### src/rtl/conv_out_quant.sv
// conv_out_quant
//   Quantizes the signed results of an upstream 1-D convolver to OUT_WIDTH bits
//   and buffers them in a 2-entry output FIFO.
//   Quantization: optional ReLU, round-half-up arithmetic right shift by SHIFT,
//   then saturation to the signed OUT_WIDTH range (counted in sat_count).
//   Each result is tagged with a frame "last" flag on index NUM_OUT-1.
//
// Ports
//   clk           : clock, all state on rising edge
//   reset         : synchronous active-low reset
//   s_valid_y     : upstream result valid
//   s_data_in_y   : signed convolution result [ACC_SIZE]
//   s_ready_y     : block can accept a result (registered state only)
//   m_valid_z     : quantized output valid
//   m_ready_z     : downstream accepts output
//   m_data_out_z  : signed quantized output [OUT_WIDTH]
//   m_last_z      : final output of a frame
//   sat_count     : saturating count of clamped results since reset
module conv_out_quant #(
    parameter int ACC_SIZE  = 21,
    parameter int OUT_WIDTH = 8,
    parameter int SHIFT     = 4,
    parameter int NUM_OUT   = 97,
    parameter int RELU_EN   = 1
) (
    input  logic                 clk,
    input  logic                 reset,
    input  logic                 s_valid_y,
    input  logic [ACC_SIZE-1:0]  s_data_in_y,
    output logic                 s_ready_y,
    output logic                 m_valid_z,
    input  logic                 m_ready_z,
    output logic [OUT_WIDTH-1:0] m_data_out_z,
    output logic                 m_last_z,
    output logic [15:0]          sat_count
);

    localparam int IDX_W = (NUM_OUT > 1) ? $clog2(NUM_OUT) : 1;

    // Rounding constant and clamp thresholds, all in ACC_SIZE+1 bits so the
    // rounding add cannot overflow.
    localparam logic [ACC_SIZE:0]        HALF  = (ACC_SIZE+1)'(1) << (SHIFT-1);
    localparam logic signed [ACC_SIZE:0] MAXV  = (ACC_SIZE+1)'((2**(OUT_WIDTH-1)) - 1);
    localparam logic signed [ACC_SIZE:0] MINV  = ~MAXV;
    localparam logic [OUT_WIDTH-1:0]     OUT_MAX = {1'b0, {(OUT_WIDTH-1){1'b1}}};
    localparam logic [OUT_WIDTH-1:0]     OUT_MIN = {1'b1, {(OUT_WIDTH-1){1'b0}}};

    // ---------------- quantizer (combinational, at push time) ----------------
    logic signed [ACC_SIZE:0] in_ext;
    logic signed [ACC_SIZE:0] rnd;
    logic signed [ACC_SIZE:0] shifted;
    logic [OUT_WIDTH-1:0]     q_data;
    logic                     q_sat;
    logic                     q_last;

    assign in_ext  = $signed({s_data_in_y[ACC_SIZE-1], s_data_in_y});
    assign rnd     = in_ext + $signed(HALF);
    assign shifted = rnd >>> SHIFT;

    always_comb begin
        q_sat  = 1'b0;
        q_data = shifted[OUT_WIDTH-1:0];
        if ((RELU_EN != 0) && in_ext[ACC_SIZE]) begin
            // ReLU zeroing is not a saturation event
            q_data = '0;
        end else if (shifted > MAXV) begin
            q_data = OUT_MAX;
            q_sat  = 1'b1;
        end else if (shifted < MINV) begin
            q_data = OUT_MIN;
            q_sat  = 1'b1;
        end
    end

    // ---------------- state ----------------
    logic [OUT_WIDTH-1:0] data_q [2];
    logic [1:0]           last_q;
    logic                 wptr_q, wptr_d;
    logic                 rptr_q, rptr_d;
    logic [1:0]           cnt_q,  cnt_d;
    logic [IDX_W-1:0]     idx_q,  idx_d;
    logic [15:0]          sat_q,  sat_d;
    logic                 push, pop;

    assign q_last = (idx_q == IDX_W'(NUM_OUT-1));

    // Outputs are gated by reset so that they read as idle for the whole
    // time reset is held, not just from the first reset edge onward.
    assign s_ready_y    = reset & (cnt_q != 2'd2);
    assign m_valid_z    = reset & (cnt_q != 2'd0);
    assign m_data_out_z = m_valid_z ? data_q[rptr_q] : '0;
    assign m_last_z     = m_valid_z & last_q[rptr_q];
    assign sat_count    = sat_q;

    assign push = s_valid_y & s_ready_y;
    assign pop  = m_valid_z & m_ready_z;

    always_comb begin
        cnt_d  = cnt_q;
        wptr_d = wptr_q;
        rptr_d = rptr_q;
        idx_d  = idx_q;
        sat_d  = sat_q;
        if (push && !pop)      cnt_d = cnt_q + 2'd1;
        else if (pop && !push) cnt_d = cnt_q - 2'd1;
        if (push) begin
            wptr_d = ~wptr_q;
            idx_d  = q_last ? '0 : idx_q + IDX_W'(1);
            if (q_sat && (sat_q != 16'hFFFF)) sat_d = sat_q + 16'd1;
        end
        if (pop) rptr_d = ~rptr_q;
    end

    always_ff @(posedge clk) begin
        if (!reset) begin
            cnt_q     <= '0;
            wptr_q    <= 1'b0;
            rptr_q    <= 1'b0;
            idx_q     <= '0;
            sat_q     <= '0;
            last_q    <= '0;
            data_q[0] <= '0;
            data_q[1] <= '0;
        end else begin
            cnt_q  <= cnt_d;
            wptr_q <= wptr_d;
            rptr_q <= rptr_d;
            idx_q  <= idx_d;
            sat_q  <= sat_d;
            if (push) begin
                data_q[wptr_q] <= q_data;
                last_q[wptr_q] <= q_last;
            end
        end
    end

endmodule

### config.mk
export PLATFORM = sky130hd
export DESIGN_NAME = conv_out_quant
export DESIGN_NICKNAME = d
export VERILOG_FILES = /design/src/rtl/conv_out_quant.sv
export SDC_FILE = /design/constraint.sdc
export NUM_CORES = 1
export LEC_CHECK = 0
export CORE_MARGIN = 2
export CORE_UTILIZATION = 50
export CTS_CLUSTER_SIZE = 8
export DETAILED_ROUTE_END_ITERATION = 16
export PLACE_DENSITY = 0.83
export RECOVER_POWER = 50
export SLEW_MARGIN = 20
export SYNTH_ARGS = -nofsm -noshare
export SYNTH_HDL_FRONTEND = slang
export SYNTH_SLANG_ARGS = --single-unit
### constraint.sdc
create_clock -name clk -period 6.4 [get_ports clk]
set_input_delay 1.28 -clock clk [delete_from_list [all_inputs] [get_ports clk]]
set_output_delay 1.28 -clock clk [all_outputs]
set_load 0.02 [all_outputs]
==> results.py, run 1 <==
metrics = {
    "yosys": {
        "async_reset_ff_share_pct": 0,
        "synth_cell_types": 43,
        "ys_ff_latch": 46,
        "synth_edf_count": 16,
        "synth_ff_type": "dfxtp_1",
        "yosys_warnings": 0,
        "synthCells": 271,
        "ys_seq_area_share_pct": 43.8,
        "synthesis.area_um2": 2470,
        "syn_area_per_cell_um2": 9.11,
    },
    "setup_path": {
        "cp_slowest_cell": "dlygate4sd3_1",
        "cp-startpoint": "reset",
        "path_max_fanout": 10,
        "end_kind": "primary output",
        "crit_type": "input port to primary output",
        "path_cells": "dlygate4sd3_1 > o21ai_0 > nor2_1 > clkdlybuf4s50_1",
        "critPathMaxStageDelay_ps": 740,
        "r2r_start": "sat_count[7]$_SDFFE_PN0P_",
        "startpoint_type": "input port",
        "critPathRequiredTime_ps": 5120,
        "critPathArrivalTime_ps": 3420,
        "r2r_slack_ps": 3670,
    },
    "pwr": {
        "p_per_area_nw_per_um2": 197,
        "p_leak_nw": 1.10,
        "peakVddDrop_v": 0.000103,
    },
    "clocking": {
        "cts.clk_slew.worst_paths_ps": 80,
        "root_buffer": "clkbuf_8",
        "postCtsSetupBuffers": 0,
        "cts_inserted_buffers": 5,
        "hold_buffers": 0,
        "clockBufferDepth": 2,
        "clkSinkCount": 46,
        "cts_tree": "done",
        "postCtsResizedCells": 0,
        "cts_max_level": 2,
        "clk_latency_ps": 290,
    },
    "place": {
        "portBuffers": 48,
        "dpl_cell_area_um2": 3000,
        "place.gp.congestion": 0.774,
        "dp_hpwl_mm": 3.86,
        "dp_cells": 378,
    },
    "floorplanning": {
        "die_area_um2": 5520,
        "pin_count": 52,
        "fp.dieW_um": 74.3,
        "die_h_um": 74.3,
        "initial_core_util_pct": 51.9,
        "core_um2": 4750,
        "std_cell_rows": 25,
    },
    "timing": {
        "rsz0062_at_grt": "no",
        "worstMarginPinSlew_ps": 1260,
        "fmax_mhz": 213,
        "hold_viol": 0,
        "finalCriticalPeriod_ps": 4700,
        "setup_tns_ps": 0,
        "finalClockSkew_ps": 8.16,
        "finalCritPeriodShare_pct": 73.5,
        "drv_slew": 0,
        "setup_violations": 0,
        "max_slew_margin_pct": 15.5,
    },
    "hold_path": {
        "holdCritPathClass": "flop to flop",
        "min_from": "wptr_q$_SDFFE_PN0P_",
    },
    "route": {
        "drt_iter0_drc": 92,
        "finalWirelength_mm": 5.28,
        "met1Wirelength_mm": 2.41,
        "routed-wl-met3_um": 201,
        "vias_per_cell": 5.56,
        "firstDrtPassIters": 4,
        "routedWlPerCell_um": 13.7,
        "vias": 2145,
        "top_layer_used": "met4",
        "post-route-drc-count": 0,
        "ant_nets": 0,
        "route.met2.wl_mm": 2.64,
    },
    "global_route": {
        "track_usage_pct": 19.9,
        "grt.overflow.total": 0,
        "grt_max_degree": 23,
        "grt_pass1_vias": 1955,
        "antenna_found_initial": 0,
        "grt_pass1_wl_mm": 8.61,
    },
    "layout": {
        "mostFrequentLayoutCells": "nor2_1 (30), dfxtp_1 (30), clkdlybuf4s50_1 (30), dlygate4sd3_1 (18), nand2_1 (17)",
        "antenna_cells": 0,
        "nets": 348,
        "finalInstanceArea_um2": 3090,
        "drive_above_1_share_pct": 4.39,
        "area_delta_synth_final_pct": 25.0,
        "fillers": 388,
        "layout.cells.non_filler": 386,
    },
    "flow_run": {
        "cap_violations": 0,
    },
    "outcome": {
        "outcome": "finished clean",
    },
}
==> cell usage after synthesis (2+ instances only) <==
cell type,n,area share (%)
a211oi_1,14,4.3
xnor2_1,7,2.5
nand3_1,14,2.8
xor2_1,10,3.5
or2_2,2,0.51
a21oi_1,16,3.2
inv_1,12,1.8
ha_1,5,2.5
a311oi_1,2,0.71
nor3_1,4,0.81
or4_1,5,1.5
nor2_1,30,4.6
nand4_1,5,1.3
mux2i_1,9,3.6
o21ai_1,2,0.41
dfxtp_1,30,24
buf_2,3,0.61
o31ai_1,10,3.0
o211ai_1,2,0.61
clkbuf_1,6,0.91
nand2_1,17,2.6
nand2b_1,2,0.51
and3_1,10,2.5
or3_1,9,2.3
o21ai_0,11,2.2
edfxtp_1,16,19
and4_1,2,0.71
==> state kept, by name, indices dropped and copies added, names as in the netlist, named ones only <==
name / count
data_q: 16
cnt_q: 2
last_q: 2
idx_q: 7
sat_count: 16
rptr_q: 1
wptr_q: 1
==> kinds of logic after synthesis <==
| kind of cell | Yosys count | synth area share (%) |
|---|---|---|
| xor+xnor | 17 | 6.03 |
| fa+ha+maj | 5 | 2.53 |
| buf+inv | 23 | 3.65 |
| flops | 46 | 43.8 |
| mux | 9 | 3.65 |
| other cells | 1 | 0.152 |
| compound gates | 64 | 17.8 |
| simple gates | 106 | 22.4 |
==> worst paths after layout <==
path | end | depth (start not counted)
worst max-delay path | m_data_out_z[0] | 4
worst min-delay path | wptr_q$_SDFFE_PN0P_ | 2
worst max register to register | sat_count[13]$_SDFFE_PN0P_ | 8
worst min register to register | wptr_q$_SDFFE_PN0P_ | 2
==> per-layer routing <==
| layer | track usage [%] | up-vias |
|---|---|---|
| met2 | 34.7 | 43 |
| met3 | 4.74 | 2 |
| met5 | 0 | - |
| met1 | 24.7 | 1003 |
| li1 | - | 1097 |
| met4 | 5.36 | 0 |
==> report_power, final <==
part | total [mW] | internal (mW) | switching, mW | leakage [nW]
registers | 0.331 | 0.318 | 0.0122 | 0.409
clock network | 0.172 | 0.0771 | 0.0945 | 0.0452
logic | 0.106 | 0.0469 | 0.0587 | 0.644
total | 0.608 | 0.442 | 0.165 | 1.10
==> worst max-delay path, delay by kind of cell <==
kind	cells	cell delay, ps
AO/OA/AOI/OAI	1	500
buffers and inverters	2	1370
AND/OR/NAND/NOR	1	280
==> per-stage QoR <==
stage | power [mW] | util [%] | worst slack [ps] | hold WS, ps
final | 0.608 | 64.9 | 1700 | 478
after global routing | 0.635 | 64.9 | 1550 | 525
after CTS | 0.615 | 65.0 | 1820 | 467
after detailed placement | 0.444 | 63.2 | 1830 | 456
after global placement | 0.440 | 63.2 | 1820 | 451
after floorplan | 0.398 | - | 3030 | 444
==> cell type report <==
class                      instances  area [um2]  area share, %
clock inverter                     2        13.8          0.446
sequential                        46        1080           35.0
clock buffer                       6        72.6           2.35
tap                               67        83.8           2.72
inverter                          13        48.8           1.58
timing repair buffer              49         484           15.7
multi-input combinational        203        1300           42.2
(Power assumes the default switching activity.)
==> run 2: changes to the inputs <==
--- a/config.mk
+++ b/config.mk
@@ -6,10 +6,10 @@
 export NUM_CORES = 1
 export LEC_CHECK = 0
 export CORE_MARGIN = 2
-export CORE_UTILIZATION = 50
+export CORE_UTILIZATION = 46
 export CTS_CLUSTER_SIZE = 8
 export DETAILED_ROUTE_END_ITERATION = 16
-export PLACE_DENSITY = 0.83
+export PLACE_DENSITY = 0.8
 export RECOVER_POWER = 50
 export SLEW_MARGIN = 20
 export SYNTH_ARGS = -nofsm -noshare
==> constraint.sdc (replaced) <==
create_clock -name clk -period 4.2 [get_ports clk]
set_input_delay 0.84 -clock clk [delete_from_list [all_inputs] [get_ports clk]]
set_output_delay 0.84 -clock clk [all_outputs]
set_load 0.02 [all_outputs]
==> run 2 against run 1 <==
- count of clock-buffer cells in the layout did not move
- routed wire length fell by 1.4%
- via count rose by 0.84%
- worst setup slack got worse by 1100 ps
- sequential share of layout area fell by 0.30 points
- clock power rose by 50%
- first-iteration DRC count fell by 2.2%
- clock skew rose by 2.3 ps
- total power rose by 52%
- global-route usage fell by 1.6 points
- core utilization fell by 4.4 points
- critical path type unchanged
- largest power group unchanged
==> results.py, run 2 (synthesized netlist as in run 1, its figures left out) <==
metrics = {
    "timing": {
        "drv_slew": 0,
        "finalCriticalPeriod_ps": 3610,
        "finalCritPeriodShare_pct": 86.0,
        "hold_viol": 0,
        "setup_ws_ps": 589,
        "fmax_mhz": 277,
        "finalClockSkew_ps": 10.5,
        "setup_tns_ps": 0,
        "worstMarginPinSlew_ps": 1130,
        "setup_violations": 0,
        "max_slew_margin_pct": 23.8,
        "rsz0062_at_grt": "no",
    },
    "global_route": {
        "grt_max_degree": 23,
        "grt_pass1_vias": 2009,
        "antenna_found_initial": 0,
        "grt_pass1_wl_mm": 8.94,
        "track_usage_pct": 18.3,
        "grt.overflow.total": 0,
    },
    "clocking": {
        "root_buffer": "clkbuf_8",
        "cts_inserted_buffers": 5,
        "postCtsSetupBuffers": 0,
        "cts_tree": "done",
        "cts.clk_slew.worst_paths_ps": 70,
        "clockBufferDepth": 2,
        "clk_latency_ps": 300,
        "hold_buffers": 0,
        "postCtsResizedCells": 0,
        "clkSinkCount": 46,
        "cts_max_level": 2,
    },
    "hold_path": {
        "min_from": "wptr_q$_SDFFE_PN0P_",
        "hold_depth": 2,
        "holdCritPathClass": "flop to flop",
        "min_delay_worst_endpoint": "wptr_q$_SDFFE_PN0P_",
    },
    "setup_path": {
        "critPathRequiredTime_ps": 3360,
        "path_max_fanout": 10,
        "critPathMaxStageDelay_ps": 630,
        "startpoint_type": "input port",
        "path_cells": "dlygate4sd3_1 > o21ai_0 > nor2_1 > clkdlybuf4s50_1",
        "crit_type": "input port to primary output",
        "critPathArrivalTime_ps": 2770,
        "r2r_start": "sat_count[7]$_SDFFE_PN0P_",
        "end_kind": "primary output",
        "rr_worst_depth": 8,
        "r2r-end": "sat_count[13]$_SDFFE_PN0P_",
        "cp_slowest_cell": "dlygate4sd3_1",
        "r2r_slack_ps": 1790,
    },
    "floorplanning": {
        "core_um2": 5140,
        "die_h_um": 77.3,
        "initial_core_util_pct": 48.1,
        "fp.dieW_um": 77.3,
        "pin_count": 52,
        "die_area_um2": 5970,
        "std_cell_rows": 26,
    },
    "route": {
        "ant_nets": 0,
        "top_layer_used": "met4",
        "firstDrtPassIters": 4,
        "met1Wirelength_mm": 2.38,
        "post-route-drc-count": 0,
        "vias_per_cell": 5.52,
        "vias": 2163,
        "route.met2.wl_mm": 2.52,
        "drt_iter0_drc": 90,
        "finalWirelength_mm": 5.21,
        "routedWlPerCell_um": 13.3,
        "routed-wl-met3_um": 246,
    },
    "layout": {
        "area_delta_synth_final_pct": 26.0,
        "layout.cells.non_filler": 392,
        "antenna_cells": 0,
        "mostFrequentLayoutCells": "clkdlybuf4s50_1 (31), nor2_1 (30), dfxtp_1 (30), nand2_1 (17), dlygate4sd3_1 (17)",
        "nets": 351,
        "layout_commonest_cell": "clkdlybuf4s50_1",
        "drive_above_1_share_pct": 5.59,
    },
    "pwr": {
        "p_per_area_nw_per_um2": 297,
        "total_power_mw": 0.924,
        "peakVddDrop_v": 0.000201,
        "p_leak_nw": 1.12,
    },
    "place": {
        "place.gp.congestion": 0.796,
        "dp_cells": 384,
        "dp_hpwl_mm": 3.89,
        "post-place-ws_ps": 746,
        "portBuffers": 48,
    },
    "flow_run": {
        "cap_violations": 0,
    },
    "outcome": {
        "outcome": "finished clean",
    },
}
[run 2: per-layer routing]
metal | vias up | global-route usage [%]
li1 | 1100 | -
met1 | 1008 | 22.8
met2 | 50 | 31.2
met3 | 5 | 4.00
met4 | 0 | 6.07
met5 | - | 0
[run 2: worst max-delay path: cells and delay by family]
| family | cells | cell delay, ps |
|---|---|---|
| buffers and inverters | 2 | 1260 |
| AOI/OAI and AO/OA | 1 | 440 |
| and+or+nand+nor | 1 | 230 |
[run 2: how the worst max path moves through the flow]
stage	start	to	slack, ps
after floorplan	reset	sat_count[11]$_SDFFE_PN0P_	1270
after global placement	s_data_in_y[6]	sat_count[13]$_SDFFE_PN0P_	800
after detailed placement	s_data_in_y[6]	sat_count[7]$_SDFFE_PN0P_	750
after CTS	reset	m_data_out_z[0]	830
after global routing	reset	m_data_out_z[2]	390
final	reset	m_data_out_z[6]	590
[run 2: stage by stage]
step           utilization (%)  instance area (um2)  hold WS (ps)
2_1_floorplan                -                 2470           444
3_3_place_gp              59.0                 3030           451
3_5_place_dp              59.0                 3030           459
4_1_cts                   60.6                 3110           471
5_1_grt                   60.6                 3110           510
6_report                  60.6                 3110           470
[run 2: cell type report]
type	instances	area [um2]
Fill cell	473	2030
Clock inverter	2	10.0
Tap cell	70	87.6
Multi-Input combinational cell	203	1300
Timing Repair Buffer	52	510
Sequential cell	46	1080
Inverter	13	48.8
Clock buffer	6	72.6
[run 2: where the power goes]
part	internal (mW)	switching (mW)	total [mW]	leakage, nW
Sequential	0.485	0.0174	0.503	0.409
Combinational	0.0735	0.0897	0.163	0.661
Clock	0.115	0.143	0.258	0.0450
Total	0.674	0.250	0.924	1.12
==> run 3: changes to the inputs <==
--- a/config.mk
+++ b/config.mk
@@ -11,6 +11,7 @@
 export DETAILED_ROUTE_END_ITERATION = 16
 export PLACE_DENSITY = 0.8
 export RECOVER_POWER = 50
+export SKIP_LAST_GASP = 1
 export SLEW_MARGIN = 20
 export SYNTH_ARGS = -nofsm -noshare
 export SYNTH_HDL_FRONTEND = slang
==> results of run 3 <==
Final layout, timing and power as in run 2 (identical DEF).
